==> config.mk <==
export PLATFORM = sky130hd
export DESIGN_NAME = latch_stim_sequencer
export DESIGN_NICKNAME = d
export VERILOG_FILES = /design/src/rtl/latch_stim_sequencer.sv
export SDC_FILE = /design/constraint.sdc
export NUM_CORES = 1
export LEC_CHECK = 0
export ABC_AREA = 0
export BUFFER_PORTS_ARGS = -buffer_cell sky130_fd_sc_hd__buf_2
export CORE_MARGIN = 5
export CORE_UTILIZATION = 52
export CTS_CLUSTER_DIAMETER = 80
export DETAILED_ROUTE_END_ITERATION = 12
export GPL_TIMING_DRIVEN = 0
export PLACE_DENSITY = 0.82
export SYNTH_ARGS = -nofsm -noshare
export SYNTH_HDL_FRONTEND = slang
export SYNTH_SLANG_ARGS = --single-unit
==> constraint.sdc <==
create_clock -name clk -period 5.1 [get_ports clk]
set_clock_uncertainty 0.15 [all_clocks]
set_input_delay 0.51 -clock clk [delete_from_list [all_inputs] [get_ports clk]]
set_output_delay 0.51 -clock clk [all_outputs]
set_load 0.005 [all_outputs]
==> src/rtl/latch_stim_sequencer.sv <==
// Registered stimulus sequencer for the latch stage: plays a fixed 13-step
// s/r/en_sr/d/en_d pattern, each step held STEP_CYCLES clocks, with start/hold/done control.
module latch_stim_sequencer #(
   parameter int STEP_CYCLES = 10,
   parameter int CNT_W       = 8
) (
   input  logic       clk,
   input  logic       rst_n,
   input  logic       start,
   input  logic       hold,
   output logic       s,
   output logic       r,
   output logic       en_sr,
   output logic       d,
   output logic       en_d,
   output logic [3:0] step_idx,
   output logic       busy,
   output logic       done,
   output logic       sr_illegal
);

   localparam int              EFF_CYCLES = (STEP_CYCLES < 1) ? 1 : STEP_CYCLES;
   localparam logic [CNT_W-1:0] LAST_CNT  = CNT_W'(EFF_CYCLES - 1);
   localparam logic [3:0]       LAST_STEP = 4'd13;

   typedef enum logic [1:0] {IDLE, RUN, PAUSE} state_t;

   state_t           state;
   logic [CNT_W-1:0] cnt;
   logic [3:0]       next_idx;
   logic [4:0]       next_vec;

   // Pattern as {s, r, en_sr, d, en_d}; s and r are never high together.
   function automatic logic [4:0] step_vec(input logic [3:0] idx);
      case (idx)
         4'd1:    step_vec = 5'b00000;
         4'd2:    step_vec = 5'b01000;
         4'd3:    step_vec = 5'b10000;
         4'd4:    step_vec = 5'b10100;
         4'd5:    step_vec = 5'b00100;
         4'd6:    step_vec = 5'b01100;
         4'd7:    step_vec = 5'b10100;
         4'd8:    step_vec = 5'b10100;
         4'd9:    step_vec = 5'b10100;
         4'd10:   step_vec = 5'b10101;
         4'd11:   step_vec = 5'b10110;
         4'd12:   step_vec = 5'b10111;
         4'd13:   step_vec = 5'b10111;
         default: step_vec = 5'b00000;
      endcase
   endfunction

   // step_idx is 0 in IDLE, so the same increment also selects step 1 on start.
   assign next_idx = step_idx + 4'd1;
   assign next_vec = step_vec(next_idx);

   always_ff @(posedge clk or negedge rst_n) begin
      if (!rst_n) begin
         state                   <= IDLE;
         cnt                     <= '0;
         step_idx                <= 4'd0;
         {s, r, en_sr, d, en_d}  <= 5'b00000;
         busy                    <= 1'b0;
         done                    <= 1'b0;
         sr_illegal              <= 1'b0;
      end else begin
         // NOTE: done defaults low every edge so it can only ever be a one-cycle pulse.
         done <= 1'b0;
         case (state)
            IDLE: begin
               if (start) begin
                  state                  <= RUN;
                  cnt                    <= '0;
                  step_idx               <= next_idx;
                  {s, r, en_sr, d, en_d} <= next_vec;
                  sr_illegal             <= next_vec[4] & next_vec[3];
                  busy                   <= 1'b1;
               end
            end
            RUN, PAUSE: begin
               if (hold) begin
                  state <= PAUSE;
               end else begin
                  state <= RUN;
                  if (cnt == LAST_CNT) begin
                     cnt <= '0;
                     if (step_idx == LAST_STEP) begin
                        // Outputs keep the step-13 values after completion.
                        state    <= IDLE;
                        step_idx <= 4'd0;
                        busy     <= 1'b0;
                        done     <= 1'b1;
                     end else begin
                        step_idx               <= next_idx;
                        {s, r, en_sr, d, en_d} <= next_vec;
                        sr_illegal             <= next_vec[4] & next_vec[3];
                     end
                  end else begin
                     cnt <= cnt + CNT_W'(1);
                  end
               end
            end
            default: state <= IDLE;
         endcase
      end
   end

endmodule

==> results of run 1 <==
sequential cells by signal, indices dropped and copies added (netlist names):
| register | count |
|---|---|
| d | 1 |
| busy | 1 |
| state | 2 |
| step_idx | 4 |
| r | 1 |
| sr_illegal | 1 |
| cnt | 8 |
| en_sr | 1 |
| done | 1 |
| en_d | 1 |
| s | 1 |
worst max-delay path, stage by stage (launching register included):
cell and delay, ns:
dfrtp_1 0.37, inv_1 0.06, ha_1 0.40, or2_2 0.19, nand3_2 0.13, buf_2 0.23, o31a_2 0.35, a31o_2 0.21
timing repair:
item | in CTS | in global routing
setup buffers | 0 | 0
hold buffers | 1 | 0
hold endpoints to repair | 10 | 0
metrics by stage:
step | utilization | power, µW | hold slack, ns
after floorplan | - | 625.3 | 0.06441
after global placement | 0.6071 | 732.3 | 0.3378
after detailed placement | 0.6071 | 749.9 | 0.3558
after CTS | 0.6276 | 852.1 | 0.3066
after global routing | 0.6276 | 930.3 | 0.3152
final | 0.6276 | 849.7 | 0.3177
logic make-up (layout without fill, tap and decap cells):
kind of cell / Yosys count / count (layout) / share of synthesized area
AOI/OAI and AO/OA: 32 / 32 / 0.1541
xor gates and xnor gates: 5 / 5 / 0.03479
muxes: 5 / 5 / 0.04274
and+or+nand+nor: 44 / 44 / 0.2197
buffers and inverters: 10 / 30 / 0.03181
DFF: 22 / 22 / 0.4374
adders and majority gates: 8 / 8 / 0.07953
synthesized netlist by cell type:
master      n
a2111oi_0   1
a21boi_2    1
a21oi_1     8
a311oi_1    1
a31o_2      1
and3_1      1
and3_2      1
and4_1      1
buf_2       2
dfrtp_1    22
ha_1        8
inv_1       8
mux2_2      3
mux2i_1     2
nand2_1    11
nand2b_1    2
nand3_1     4
nand3_2     1
nand3b_1    1
nand4_1     5
nor2_1      5
nor3_1      1
nor3_4      1
nor3b_2     1
nor4b_4     1
o2111ai_1   1
o21ai_0    11
o21ai_1     3
o22ai_1     2
o31a_2      1
o31ai_1     2
or2_2       1
or3_1       6
or3_4       1
xnor2_1     1
xor2_1      4
power groups by stage:
stage	registers, µW	logic, µW	clock network (µW)
after global routing	288	532	110
after floorplan	275	351	0
after CTS	278	472	102
after detailed placement	281	469	0
after global placement	276	456	0
final	279	472	98.5
worst max path at each step:
stage,to,depth (start not counted)
floorplan,s,7
global placement,s,7
detailed placement,s,7
CTS,s,7
global route,step_idx[1],7
finish,s,7
layer usage:
layer | GRT usage | vias to the layer above | share of wire
li1 | - | 499 | -
met1 | 0.2081 | 518 | 0.48
met2 | 0.2746 | 17 | 0.47
met3 | 0.02832 | 5 | 0.033
met4 | 0.08414 | 0 | 0.023
met5 | 0 | - | 0
layout make-up:
type,instances,area (µm²)
buffer,2,10.01
clock buffer,4,36.28
fill,192,839.6
inverter,8,30.03
multi-input combinational,94,668.1
sequential,22,550.5
tap,28,35.03
timing repair buffer,16,85.08
==> run_results.csv, run 1 <==
group,metric,value,unit
status,status,"finished clean",
yosys,seq_area_frac_synth,0.4374,
placed_design,hpwl,1833,µm
sta,setup_slack,2.928,ns
sta,finalCriticalPeriod,2.172,ns
placed_design,io_buffers,15,
global_route,grt_max_degree,23,
yosys,ys_types,36,
clocking,cts_tree,"built",
floorplanning,die_height,59.20,µm
pwr,switchingPower,381.0,µW
route,drc,0,
clocking,h-tree-depth,1,
yosys,syn_nets,138,
setup_path,path_class,"reg2reg",
setup_path,rr_worst_depth,7,
route,wl,2525,µm
route,wire_per_inst,14.51,µm
sta,hold_viol,0,
route,vias,1039,
pwr,seqPwrFrac,0.329,
min_path,holdPathStages,3,
setup_path,reg2reg_from,"state[1]",
setup_path,ff2ff_setup_slack,2.93,ns
setup_path,required,5.17,ns
route,postRouteAntennaNets,0,
floorplanning,rows,17,
floorplanning,die_w,59.20,µm
finish,final_cell_mix,"22 x dfrtp_1, 17 x buf_2, 11 x nand2_1, 11 x o21ai_0",
sta,setup_viol,0,
placed_design,dpl_cell_area,0.001369,mm²
clocking,clockBufferDepth,2,
pwr,leakage,0.0006444,µW
pwr,pwr-share-clk,0.116,
floorplanning,dieArea,0.003505,mm²
setup_path,critPathArrivalTime,2.24,ns
yosys,yosysWarnings,0,
pwr,combPwrFrac,0.556,
finish,drive_above_1_share,0.2329,
yosys,synthCells,126,
finish,syn2layout_area_growth,12.43,%
floorplanning,io_pins,16,
sta,tns,0,ns
min_path,min-delay-start,"hold",
clocking,cts.clk_slew.worst_paths,0.12,ns
min_path,holdPathEnd,"state[1]",
route,viasPerCell,5.971,
sta,rsz0062_at_grt,"no",
setup_path,timing.rr.end,"s",
clocking,clk_latency,0.31,ns
setup_path,start_kind,"flop",
placed_design,dpl_worst_slack,2.960,ns
pwr,ir_drop,0.4529,mV
pwr,powerDensity,600.4,mW/mm²
run,drv_cap,0,
yosys,synth_area,0.001259,mm²
floorplanning,start_util,0.5583,
min_path,hp-class,"in2reg",
global_route,grt_overflow,0,
finish,antennaDiodeCount,0,
clocking,cts_resized,0,
global_route,antenna_found_initial,0,
sta,drv_slew,0,
pwr,swShare,0.4484,
sta,relSlewSlack,0.6257,
clocking,clock-sinks,22,
clocking,cts_buffers,3,
route,drt_iter0_markers,14,
sta,min_period_over_period,0.4258,
yosys,synth-seq-cells,22,
finish,stdcell_count,174,
setup_path,cp_max_fo,10,
route,first_pass_iters,4,
yosys,synth_top_cell_by_area,"dfrtp_1",
yosys,yosys.area.top_type_share,0.4374,
setup_path,startpoint,"state[1]",
yosys,synth.area.top_cells,"dfrtp_1 44%, ha_1 8.0%, o21ai_0 4.4%, nand2_1 3.3%, a21oi_1 3.2%",
sta,tightest_slew,0.5595,ns
global_route,grtUsageTotal,0.1668,
yosys,avgSynthCellArea,9.990,µm²
global_route,grt_pass1_vias,993,
finish,final_area,0.001415,mm²
floorplanning,core,0.002255,mm²
finish,final_common_cell,"dfrtp_1",
sta,fmax,0.4605,GHz
pwr,intPower,468.7,µW
finish,final_nets,159,
setup_path,end_kind,"flop",
placed_design,dp_cells,169,
placed_design,gp_congestion,0.8866,
global_route,grt_pass1_wl,4422,µm
clocking,root_buffer,"clkbuf_4",
Power figures use the tool's default switching activity.
==> run 2, diff against run 1 <==
--- a/config.mk
+++ b/config.mk
@@ -8,11 +8,11 @@
 export ABC_AREA = 0
 export BUFFER_PORTS_ARGS = -buffer_cell sky130_fd_sc_hd__buf_2
 export CORE_MARGIN = 5
-export CORE_UTILIZATION = 52
+export CORE_UTILIZATION = 51
 export CTS_CLUSTER_DIAMETER = 80
 export DETAILED_ROUTE_END_ITERATION = 12
 export GPL_TIMING_DRIVEN = 0
-export PLACE_DENSITY = 0.82
+export PLACE_DENSITY = 0.83
 export SYNTH_ARGS = -nofsm -noshare
 export SYNTH_HDL_FRONTEND = slang
 export SYNTH_SLANG_ARGS = --single-unit
==> constraint.sdc (replaced) <==
create_clock -name clk -period 1.8 [get_ports clk]
set_clock_uncertainty 0.15 [all_clocks]
set_input_delay 0.18 -clock clk [delete_from_list [all_inputs] [get_ports clk]]
set_output_delay 0.18 -clock clk [all_outputs]
set_load 0.005 [all_outputs]
==> run 2 against run 1 <==
Compared with the run above:
- the flow now finishes with violations (setup timing)
- setup slack worse by 3.1 ns
- clock power increased by 130%
- critical endpoint is now r
- design area grew 22%
- sequential power grew to 2.7 times the previous value
- combinational power rose to 4.9 times the previous value
==> run_results.csv, run 2 (synthesis results as in run 1) <==
group,metric,value,unit
clocking,clock-sinks,22,
sta,min_period_over_period,1.085,
min_path,hp-class,"in2reg",
setup_path,crit_family,"simple AND/OR/NAND/NOR gates",
floorplanning,dieArea,0.003562,mm²
sta,hold_viol,0,
finish,final_common_cell,"dfrtp_1",
setup_path,start_kind,"flop",
global_route,grt_pass1_vias,1142,
setup_path,required,1.88,ns
floorplanning,start_util,0.5223,
finish,drive_above_1_share,0.4643,
setup_path,reg2reg_from,"cnt[1]",
finish,antennaDiodeCount,0,
global_route,grt_max_degree,23,
setup_path,cp_max_fo,7,
finish,syn2layout_area_growth,37.28,%
setup_path,cp_num_buf_inv,2,
setup_path,startpoint,"cnt[1]",
sta,fmax,0.5120,GHz
setup_path,path_depth,7,
sta,finalCriticalPeriod,1.953,ns
run,drv_cap,0,
sta,rsz0062_at_grt,"yes",
setup_path,end_kind,"flop",
finish,final_cell_mix,"21 x dfrtp_1, 20 x buf_4, 16 x buf_2",
finish,top_regs,"cnt: 8 flops, step_idx: 4 flops, state: 2 flops",
finish,fill_cells,178,
sta,tightest_slew,0.5179,ns
route,postRouteAntennaNets,0,
global_route,antenna_found_initial,0,
route,wl,3179,µm
route,drc,0,
finish,final_nets,182,
pwr,leakage,0.0007804,µW
setup_path,cp-endpoint,"r",
global_route,grt_overflow,0,
status,status,"complete, but fails checks",
setup_path,critPathArrivalTime,2.04,ns
route,first_pass_iters,4,
clocking,clk_latency,0.30,ns
finish,top_register,"cnt",
clocking,h-tree-depth,1,
min_path,min-delay-start,"start",
placed_design,hpwl,1882,µm
global_route,grtUsageTotal,0.1848,
clocking,cts_buffers,3,
sta,relSlewSlack,0.6547,
pwr,p_total,3277,µW
floorplanning,die_height,59.68,µm
floorplanning,rows,18,
sta,setup_slack,-0.1533,ns
setup_path,slowest_stage,"or3_4",
global_route,grt_pass1_wl,5023,µm
sta,drv_slew,0,
status,violations,"setup timing",
sta,tns,-1.084,ns
placed_design,dp_cells,171,
setup_path,crit_path_cell_trace,"inv_1, ha_1, nor4b_4, a21boi_4, buf_12, or3_4, o21ai_1",
pwr,powerDensity,1896,mW/mm²
placed_design,gp_congestion,0.9066,
route,viasPerCell,5.783,
route,vias,1145,
route,wire_per_inst,16.06,µm
setup_path,path_class,"reg2reg",
clocking,cts.clk_slew.worst_paths,0.12,ns
setup_path,timing.rr.end,"r",
floorplanning,io_pins,16,
floorplanning,die_w,59.68,µm
route,drt_iter0_markers,22,
clocking,clockBufferDepth,2,
finish,stdcell_count,198,
clocking,root_buffer,"clkbuf_4",
setup_path,max_stage_delay,0.42,ns
sta,setup_viol,15,
clocking,cts_tree,"built",
placed_design,io_buffers,15,
placed_design,dpl_worst_slack,-0.2312,ns
floorplanning,core,0.002410,mm²
finish,largest_reg_flops,8,
setup_path,ff2ff_setup_slack,-0.15,ns
setup_path,rr_worst_depth,7,
pwr,ir_drop,1.427,mV
==> run 2: what timing repair did <==
item / 4_1_cts / 5_1_grt
resized for setup: 18 / 11
pin swaps: 9 / 8
endpoints found under the setup margin: 17 / 17
hold endpoints to repair: 23 / 0
hold buffers: 2 / 0
setup buffers: 16 / 6
==> run 2: where the power goes <==
part	internal, µW	switching [µW]	total, µW
clock network	78.1	144	223
logic	1180	1110	2290
registers	647	120	766
==> run 2: metal layers <==
metal  vias up  global-route usage  wire length [µm]
met3         8             0.02592               102
met2        23              0.3117              1665
met4         0             0.09177                70
met5         -                   0                 0
li1        542                   -                 -
met1       572              0.2291              1341
==> run 2: through the flow <==
stage,hold slack [ns],utilization,area (µm²)
6_report,0.04596,0.7170,1728
5_1_grt,0.05368,0.7170,1728
4_1_cts,0.06797,0.6843,1649
3_5_place_dp,0.02732,0.5810,1400
3_3_place_gp,0.01565,0.5810,1400
2_1_floorplan,-0.2656,-,1287
==> run 2: cell type report <==
cell class	instances	area, µm²	area share
well taps	30	37.54	0.02172
flip-flops and latches	22	551.8	0.3193
repair buffers	39	276.5	0.1600
clock buffers	3	22.52	0.01303
multi-input cells	94	793.3	0.4591
plain buffers	2	16.27	0.009413
inverters	8	30.03	0.01738
==> run 2: worst min path at each step <==
stage                to  slack [ns]  cells after the start
6_report       state[0]        0.05                      3
5_1_grt        state[0]        0.05                      3
4_1_cts        state[0]        0.07                      3
3_5_place_dp       busy        0.03                      1
3_3_place_gp       busy        0.02                      1
2_1_floorplan      busy       -0.27                      0
==> run 2: worst min-delay path, stage by stage <==
cell     delay (ns)
buf_2          0.09
a21oi_1        0.06
o22ai_1        0.12
==> run 3, diff against run 2 <==
--- a/config.mk
+++ b/config.mk
@@ -6,7 +6,7 @@
 export NUM_CORES = 1
 export LEC_CHECK = 0
 export ABC_AREA = 0
-export BUFFER_PORTS_ARGS = -buffer_cell sky130_fd_sc_hd__buf_2
+export BUFFER_PORTS_ARGS = -buffer_cell sky130_fd_sc_hd__clkbuf_2
 export CORE_MARGIN = 5
 export CORE_UTILIZATION = 51
 export CTS_CLUSTER_DIAMETER = 80
==> run 3 against run 2 <==
Compared with the run above:
- the run still ends with setup timing left
- critical path type unchanged
- combinational power is 3% higher
- count of clock-buffer cells in the layout stayed put
- global-route usage is 2.6 points higher
- sequential power is 2% higher
==> run_results.csv, run 3 (synthesis results as in run 1) <==
group,metric,value,unit
status,status,"complete, but fails checks",
status,violations,"setup timing",
setup_path,end_kind,"flop",
min_path,hp-class,"in2reg",
setup_path,slowest_stage,"dfrtp_1",
global_route,grt_use_met1,0.2408,
finish,largest_reg_flops,8,
floorplanning,rows,18,
placed_design,hpwl,1923,µm
setup_path,required,1.86,ns
sta,whs,0.03464,ns
floorplanning,die_w,59.68,µm
sta,tns,-1.652,ns
finish,final_nets,178,
floorplanning,die_height,59.68,µm
finish,antennaDiodeCount,0,
finish,fill_cells,161,
clocking,h-tree-depth,1,
clocking,root_buffer,"clkbuf_4",
setup_path,crit_path_cell_trace,"inv_1, ha_2, nor4b_4, a21boi_4, buf_6, o31a_2, a31o_4",
sta,rsz0062_at_grt,"yes",
route,postRouteAntennaNets,0,
finish,final_area,0.001730,mm²
placed_design,dpl_cell_area,0.001400,mm²
sta,drv_slew,0,
clocking,cts_tree,"built",
route,vias,1202,
global_route,grtUsageTotal,0.2112,
setup_path,cp_max_fo,4,
route,wire_per_inst,17.67,µm
sta,fmax,0.5036,GHz
floorplanning,core,0.002410,mm²
floorplanning,io_pins,16,
clocking,cts_buffers,3,
sta,min_period_over_period,1.103,
route,first_pass_iters,4,
global_route,use_met3,0.04752,
pwr,powerDensity,1952,mW/mm²
setup_path,path_class,"reg2reg",
sta,tightest_slew,0.5489,ns
global_route,antenna_found_initial,0,
finish,final_common_cell,"dfrtp_1",
clocking,clk_latency,0.30,ns
floorplanning,start_util,0.5223,
placed_design,gp_congestion,0.9066,
global_route,grt.met2_usage,0.3642,
finish,drive_above_1_share,0.4695,
sta,setup_slack,-0.1856,ns
clocking,clockBufferDepth,2,
finish,top_regs,"cnt: 8 flops, step_idx: 4 flops, state: 2 flops",
clocking,cts.clk_slew.worst_paths,0.12,ns
global_route,grt_pass1_vias,1235,
floorplanning,dieArea,0.003562,mm²
sta,hold_viol,0,
setup_path,max_stage_delay,0.40,ns
route,wl,3428,µm
global_route,grt_pass1_wl,5623,µm
finish,syn2layout_area_growth,37.48,%
clocking,clock-sinks,22,
pwr,ir_drop,1.516,mV
run,drv_cap,0,
sta,relSlewSlack,0.6340,
route,drc,0,
finish,top_register,"cnt",
pwr,leakage,0.0007683,µW
global_route,grt.busiest_layer,"met2",
sta,finalCriticalPeriod,1.986,ns
sta,setup_viol,15,
placed_design,io_buffers,15,
setup_path,start_kind,"flop",
global_route,grt_max_degree,23,
finish,final_cell_mix,"21 x dfrtp_1, 17 x buf_4, 15 x clkbuf_2",
setup_path,critPathArrivalTime,2.05,ns
global_route,grt_overflow,0,
route,drt_iter0_markers,35,
route,viasPerCell,6.196,
[run 3: cell types whose count changed in the layout (fill, tap and decap cells not counted), sizes merged]
cell	before	now
dlygate4sd3	2	1
clkbuf	3	18
buf	39	21
[run 3: through the flow]
stage	instances	power (µW)	setup slack [ns]	utilization
2_1_floorplan	126	1872	-0.04486	-
3_3_place_gp	171	2176	-0.1918	0.5810
3_5_place_dp	171	2243	-0.2329	0.5810
4_1_cts	192	3108	-0.1172	0.6869
5_1_grt	194	3636	-0.2535	0.7181
6_report	194	3377	-0.1856	0.7181
[run 3: power by group]
group / switching [µW] / leakage [µW] / internal, µW
Clock: 144 / 0.0000138 / 78.2
Sequential: 137 / 0.000283 / 647
Combinational: 1190 / 0.000472 / 1180
[run 3: layout make-up]
cell class | count | area, µm² | share of cell area
multi-input combinational | 94 | 828.3 | 0.4787
sequential | 22 | 551.8 | 0.3189
timing repair buffer | 35 | 244.0 | 0.1410
tap | 30 | 37.54 | 0.02169
inverter | 8 | 30.03 | 0.01735
clock buffer | 3 | 22.52 | 0.01302
buffer | 2 | 16.27 | 0.009400
[run 3: per-layer routing]
layer,part of all wire,up-vias
met5,0,-
met4,0.032,0
met3,0.070,16
met2,0.53,68
met1,0.37,581
li1,-,537
[run 3: critical path: cells and delay by family, from the launching register on]
family                   cells  cell delay, ns
flip-flops                   1            0.40
AND/OR/NAND/NOR              1            0.30
AO/OA/AOI/OAI                3            0.66
buffers and inverters        2            0.21
adder cells (fa/ha/maj)      1            0.17
[run 3: path summary, 6_finish.rpt]
check	from	to	slack, ns	depth (start not counted)
min in group asynchronous	rst_n	busy	0.22	2
worst min-delay path	hold	state[1]	0.03	3
worst max-delay path	cnt[1]	s	-0.19	7
worst min register to register	en_d	en_d	0.38	1
max in group asynchronous	rst_n	step_idx[0]	0.89	2
worst max register to register	cnt[1]	s	-0.19	7
[run 3: repair_timing]
item | in CTS | in global routing
gates resized for setup | 21 | 14
setup endpoints to repair | 16 | 17
hold endpoints to repair | 22 | 0
pin swaps | 10 | 12
buffers inserted | 17 | 2
hold buffers | 1 | 0
